--- config.mk ---
export PLATFORM = sky130hd
export DESIGN_NAME = video_timing_sequencer
export DESIGN_NICKNAME = d
export VERILOG_FILES = /design/src/rtl/vtg_pkg.sv /design/src/rtl/wrap_counter.sv /design/src/rtl/video_timing_sequencer.sv
export SDC_FILE = /design/constraint.sdc
export NUM_CORES = 1
export LEC_CHECK = 0
export CAP_MARGIN = 20
export CORE_ASPECT_RATIO = 1.25
export CORE_MARGIN = 2
export CORE_UTILIZATION = 45
export CTS_BUF_LIST = sky130_fd_sc_hd__clkbuf_4
export CTS_CLUSTER_SIZE = 28
export DETAILED_ROUTE_END_ITERATION = 12
export PLACE_DENSITY = 0.72
export SETUP_SLACK_MARGIN = 0.5
export SYNTH_ARGS = -nofsm -noshare
export SYNTH_HDL_FRONTEND = slang
export SYNTH_SLANG_ARGS = --single-unit
--- constraint.sdc ---
create_clock -name CK -period 5.39 [get_ports CK]
set_clock_uncertainty 0.15 [all_clocks]
set_input_delay 1.617 -clock CK [delete_from_list [all_inputs] [get_ports CK]]
set_output_delay 1.617 -clock CK [all_outputs]
set_load 0.01 [all_outputs]
--- src/rtl/vtg_pkg.sv ---
// Shared widths, default raster constants, the totals record and the
// config clamp used by the video timing sequencer.
package vtg_pkg;

    localparam int VTG_HW = 10;
    localparam int VTG_VW = 10;

    localparam int DEF_H_ACTIVE     = 640;
    localparam int DEF_H_SYNC_START = 656;
    localparam int DEF_H_SYNC_END   = 752;
    localparam int DEF_H_TOTAL_RST  = 800;
    localparam int DEF_V_ACTIVE     = 480;
    localparam int DEF_V_SYNC_START = 490;
    localparam int DEF_V_SYNC_END   = 492;
    localparam int DEF_V_TOTAL_RST  = 525;

    typedef struct packed {
        logic [VTG_HW-1:0] h_total;
        logic [VTG_VW-1:0] v_total;
    } timing_t;

    typedef enum logic {
        CFG_IDLE = 1'b0,
        CFG_PEND = 1'b1
    } cfg_state_t;

    // A total shorter than the sync end would let the counter wrap before
    // the sync pulse finishes, so it is raised to one past the sync end.
    function automatic int unsigned clamp_total(input int unsigned req,
                                                input int unsigned floor_val);
        return (req < floor_val) ? floor_val : req;
    endfunction

endpackage

--- src/rtl/wrap_counter.sv ---
// Enabled modulo counter: counts 0..limit and exposes the next-state value
// so that decoded strobes can be registered in step with the count.
module wrap_counter #(
    parameter int W = 10
) (
    input  logic         CK,
    input  logic         RN,
    input  logic         en,
    input  logic [W-1:0] limit,
    output logic [W-1:0] count,
    output logic [W-1:0] count_next,
    output logic         wrap
);

    assign wrap = en && (count == limit);

    always_comb begin
        count_next = count;
        if (wrap) begin
            count_next = '0;
        end else if (en) begin
            count_next = count + W'(1);
        end
    end

    always_ff @(posedge CK) begin
        if (!RN) begin
            count <= '0;
        end else begin
            count <= count_next;
        end
    end

endmodule

--- src/rtl/video_timing_sequencer.sv ---
// Raster timing source: pixel/line counters, registered sync/blank/boundary
// strobes, and a config path that swaps line/frame totals at frame wrap.
module video_timing_sequencer
    import vtg_pkg::*;
#(
    parameter int HW           = VTG_HW,
    parameter int VW           = VTG_VW,
    parameter int H_ACTIVE     = DEF_H_ACTIVE,
    parameter int H_SYNC_START = DEF_H_SYNC_START,
    parameter int H_SYNC_END   = DEF_H_SYNC_END,
    parameter int H_TOTAL_RST  = DEF_H_TOTAL_RST,
    parameter int V_ACTIVE     = DEF_V_ACTIVE,
    parameter int V_SYNC_START = DEF_V_SYNC_START,
    parameter int V_SYNC_END   = DEF_V_SYNC_END,
    parameter int V_TOTAL_RST  = DEF_V_TOTAL_RST
) (
    input  logic          CK,
    input  logic          RN,
    input  logic          en,
    input  logic          cfg_valid,
    output logic          cfg_ready,
    input  logic [HW-1:0] cfg_h_total,
    input  logic [VW-1:0] cfg_v_total,
    output logic [HW-1:0] hcnt,
    output logic [VW-1:0] vcnt,
    output logic          hsync,
    output logic          vsync,
    output logic          csync,
    output logic          blank,
    output logic          line_start,
    output logic          frame_start,
    output logic          line_end
);

    localparam int unsigned H_MIN = H_SYNC_END + 1;
    localparam int unsigned V_MIN = V_SYNC_END + 1;
    localparam timing_t TIMING_RST = {HW'(H_TOTAL_RST), VW'(V_TOTAL_RST)};

    cfg_state_t    state;
    timing_t       shadow;
    timing_t       totals;
    timing_t       totals_next;
    timing_t       cfg_clamped;
    logic [HW-1:0] h_limit;
    logic [VW-1:0] v_limit;
    logic [HW-1:0] h_next;
    logic [VW-1:0] v_next;
    logic          h_wrap;
    logic          frame_wrap;
    logic          hs_n;
    logic          vs_n;
    logic          blank_n;
    logic          ls_n;
    logic          fs_n;
    logic          le_n;

    assign h_limit = totals.h_total - HW'(1);
    assign v_limit = totals.v_total - VW'(1);

    wrap_counter #(.W(HW)) u_hcnt (
        .CK         (CK),
        .RN         (RN),
        .en         (en),
        .limit      (h_limit),
        .count      (hcnt),
        .count_next (h_next),
        .wrap       (h_wrap)
    );

    // The line counter advances only on a pixel wrap, so its wrap is the frame wrap.
    wrap_counter #(.W(VW)) u_vcnt (
        .CK         (CK),
        .RN         (RN),
        .en         (h_wrap),
        .limit      (v_limit),
        .count      (vcnt),
        .count_next (v_next),
        .wrap       (frame_wrap)
    );

    always_comb begin
        cfg_clamped.h_total = HW'(clamp_total(32'(cfg_h_total), H_MIN));
        cfg_clamped.v_total = VW'(clamp_total(32'(cfg_v_total), V_MIN));
    end

    assign totals_next = (state == CFG_PEND && frame_wrap) ? shadow : totals;
    assign cfg_ready   = (state == CFG_IDLE);

    always_ff @(posedge CK) begin
        if (!RN) begin
            state  <= CFG_IDLE;
            shadow <= TIMING_RST;
            totals <= TIMING_RST;
        end else begin
            case (state)
                CFG_IDLE: begin
                    if (cfg_valid) begin
                        shadow <= cfg_clamped;
                        state  <= CFG_PEND;
                    end
                end
                CFG_PEND: begin
                    if (frame_wrap) begin
                        totals <= shadow;
                        state  <= CFG_IDLE;
                    end
                end
                default: state <= CFG_IDLE;
            endcase
        end
    end

    // Strobes decode the next-state counts so the registers line up with hcnt/vcnt.
    always_comb begin
        hs_n    = (h_next >= HW'(H_SYNC_START)) && (h_next < HW'(H_SYNC_END));
        vs_n    = (v_next >= VW'(V_SYNC_START)) && (v_next < VW'(V_SYNC_END));
        blank_n = (h_next >= HW'(H_ACTIVE)) || (v_next >= VW'(V_ACTIVE));
        ls_n    = (h_next == '0);
        fs_n    = (h_next == '0) && (v_next == '0);
        le_n    = (h_next == totals_next.h_total - HW'(1));
    end

    always_ff @(posedge CK) begin
        if (!RN) begin
            hsync       <= 1'b0;
            vsync       <= 1'b0;
            csync       <= 1'b0;
            blank       <= 1'b0;
            line_start  <= 1'b1;
            frame_start <= 1'b1;
            line_end    <= 1'b0;
        end else begin
            hsync       <= hs_n;
            vsync       <= vs_n;
            csync       <= hs_n ^ vs_n;
            blank       <= blank_n;
            line_start  <= ls_n;
            frame_start <= fs_n;
            line_end    <= le_n;
        end
    end

endmodule

==> implementation parameters <==
Parameter                              Value

Power and ir drop
  PwrDens    209 nW/um^2
  Leakage component of the power    1.85 nW
  Maximum vdd drop    0.146 mV

Logic synthesis
  Post-synth top flop    dfxtp_1
  Leading cell type by number of instances after synthesis    dfxtp_1
  Count of warnings emitted by yosys    0
  Number of synthesized flops with an enable pin    0
  Flop and latch count out of synthesis    68
  Synthesized netlist cell count    about 500
  Post-synthesis cell type count    80
  Synth cell count leaders    68 x dfxtp_1, 56 x nand2_1, 53 x nor2_1, 32 x xnor2_1, 23 x nand3_1
  Fraction of registers with async set or reset after synthesis    0%
  Cell taking the most area after synthesis    dfxtp_1
  Share of the synthesized area in the top cell type    between 30% and 40%
  Portion of the post-synthesis area used by sequential elements    33.1%
  Average size of a mapped cell    ~8.2 sq um
  Mapped cell area    4120 sq um
  Nets in the synthesized netlist    530
  Leading cell types by total area after synthesis    dfxtp_1 33%, xnor2_1 6.8%, nand2_1 5.1%

Finish
  Finished Layout Cells    667
  Footprint of the flip-flops and latches    1360 sq um
  Area added between synthesis and finish    17.7%
  Finished Cell Area    between 4000 and 5000 sq um
  Fraction of the core area covered by cells at the end of the flow    53.7%
  Layout Nets    568
  Layout filler cell count    843
  Total area of multi-input combinational cells    2530 sq um
  Layout cells sized above 1    8.82%
  Count of antenna diodes in the layout    0

Critical path
  Capturing point of the worst reg2reg path    line_end$_SDFF_PN0_
  Chain of cells forming the critical path    clkdlybuf4s50_1 > o2111ai_1 > nor4_2 > nand4_2 > or3_1 > buf_4 > nor4_2 > a21oi_1 > nor4_4 > xnor2_1 > nor2_1
  Worst Setup End Kind    flop
  Startpoint of the most critical setup path    en
  Crit-path slowest cell    or3_1
  Kind of launch point of the worst setup path    input pin
  Reg-to-reg startpoint    totals[0]$_SDFFE_PN1N_
  Maximum single-stage delay on the critical path    0.63 ns
  Most frequent cell on the critical path    nor4_2
  Register-to-register setup slack    1.10 ns
  Worst reg-to-reg path cell count    15
  Required time of the critical path    about 5.5 ns
  Capture point of the critical path    csync$_SDFF_PN0_
  Critical path type    input pin to flop
  Crit-path max FO    16
  Data arrival time of the critical path    4.69 ns

Clock tree
  H-tree lvl count    3
  CTS tree    yes
  CTS buffer count    9
  Max Root-Sink Buffers    2
  Total number of clock tree sinks    68
  Resize count post-CTS    0
  Clk_lat worst skew    0.43 ns
  Clock root buffer    clkbuf_4
  Number of buffers inserted by hold repair at cts    0
  Reg clk slew, reported paths    0.12 ns
  Buffers inserted during post-CTS setup optimization    0

Timing
  Worst slew margin    30.7%
  Min cycle time layout    4.57 ns
  Maximum clock frequency    219 MHz
  RSZ-0062 raised after global routing    no
  Count of final hold-check violations    0
  Sum Neg Setup Slack    0 ns
  Setup slack of the critical path after layout    roughly 0.8 ns
  Number of max-slew violations in the final report    0
  Final setup violating endpoints    0
  Slew at the pin closest to its max-slew limit    1.04 ns
  Final worst path period share    84.8%

Place
  Total instance count after detailed placement    651
  Post-Place Cell Area    4680 sq um
  # port buffers    51
  Pre-CTS worst setup slack    0.405 ns
  Hpwl dp    7.83 mm
  Routability cong.    0.882

Outcome
  Status    finished clean

Global route
  Wire length of the first global-routing pass    17.6 mm
  Pin count of the biggest net entering global routing    32
  Initial antenna violation count    0
  Via count of the first global-routing pass    3601
  GRT Util Overall    22.2%
  Grt total ovfl    0

Routing
  Via count    between 3000 and 4000
  Met3 wire length    approximately 530 microns
  Post-Route WL    10.6 mm
  Routed wire length per instance    15.9 microns
  Avg Vias per Cell    just under 6
  Starting DRC count in detailed routing    171
  Number of DRC violations after detailed routing    0
  Amount of wire on met2 after detailed routing    4.97 mm
  Post-DRT Antenna Nets    0
  Routed metal-1 wire length    4.86 mm
  Highest routed metal layer    met4
  Pre-antenna DRT Iters    5

Floorplanning
  Full die area    9940 sq um
  Top-Level Pins    52
  Vertical die dimension    approximately 110 microns
  Initial core utilization    45.6%
  Number of core rows    39
  Die span in x    89.6 microns
  CORE AREA    9030 sq um

Run
  Max-cap violations    0

Hold path
  Class of the tightest hold or removal check    flop to flop
[cells by family (layout without fill, tap and decap cells)]
logic type                 after synthesis  count (layout)  share of synthesized area [%]
and+or+nand+nor                        212             212                           27.7
AOI/OAI and AO/OA                      108             108                           19.3
DFF                                     68              68                           33.1
xor gates and xnor gates                50              50                           10.6
buffers and inverters                   49              92                           5.44
muxes                                    9               9                           2.34
adders and majority gates                5               5                           1.52
[layer usage]
| metal | up-vias | track usage [%] |
|---|---|---|
| li1 | 1906 | - |
| met1 | 1813 | 29.5 |
| met2 | 144 | 35.4 |
| met3 | 20 | 3.05 |
| met4 | 0 | 9.25 |
| met5 | - | 0 |
[where the power goes]
| group | total (W) | switching [W] | leakage (nW) | internal [W] |
|---|---|---|---|---|
| sequential | 0.000529 | 0.0000136 | 0.553 | 0.000516 |
| clock | 0.000390 | 0.000200 | 0.0881 | 0.000190 |
| combinational | 0.0000927 | 0.0000461 | 1.21 | 0.0000465 |
[worst min-delay path by stage]
stage          slack, ns  depth (start not counted)                     from                       to
6_report            0.31                          2   shadow[6]$_SDFFE_PN0P_   totals[6]$_SDFFE_PN0N_
5_1_grt             0.33                          2   shadow[6]$_SDFFE_PN0P_   totals[6]$_SDFFE_PN0N_
4_1_cts             0.31                          2   shadow[6]$_SDFFE_PN0P_   totals[6]$_SDFFE_PN0N_
3_5_place_dp        0.30                          2   shadow[5]$_SDFFE_PN0P_   totals[5]$_SDFFE_PN0N_
3_3_place_gp        0.29                          2   shadow[1]$_SDFFE_PN0P_   totals[1]$_SDFFE_PN0N_
2_1_floorplan       0.28                          1  shadow[19]$_SDFFE_PN1P_  shadow[19]$_SDFFE_PN1P_
[registers in the layout, summed over array words and instances, names as in the netlist]
signal        flops
totals           20
line_start        1
blank             1
csync             1
shadow           20
hsync             1
vsync             1
frame_start       1
u_vcnt.count     10
state             1
line_end          1
u_hcnt.count     10
[critical path: cells and delay by family]
family                 cells  cell delay [ns]
buffers and inverters      2             0.79
AO/OA/AOI/OAI              2             0.27
AND/OR/NAND/NOR            6             1.88
XOR/XNOR                   1             0.15
[area by class of cell]
type	instances	area share, %
Tap cell	123	3.17
Clock inverter	7	2.04
Timing Repair Buffer	59	11.8
Inverter	17	1.32
Multi-Input combinational cell	384	52.2
Sequential cell	68	28.1
Clock buffer	9	1.39
[cells in the final DEF (no fill, tap or decap), drive strengths merged, types with 5 or more instances in the layout]
cell           instances
xnor2                 32
nor4                  13
clkdlybuf4s50         51
dfxtp                 68
inv                   18
o21ai                 20
nor2                  55
nand3                 24
xor2                  18
mux2i                  7
nand4                 14
clkbuf                 9
nor3                  12
and2                   5
o211ai                 5
nand2                 56
a22oi                  5
and3                   9
ha                     5
a21oi                 22
buf                    8
[metrics by stage]
| stage | hold WS, ns | power, W |
|---|---|---|
| 2_1_floorplan | 0.279 | 0.000588 |
| 3_3_place_gp | 0.293 | 0.000630 |
| 3_5_place_dp | 0.296 | 0.000632 |
| 4_1_cts | 0.310 | 0.00102 |
| 5_1_grt | 0.328 | 0.00105 |
| 6_report | 0.311 | 0.00101 |
(Power assumes the default switching activity.)
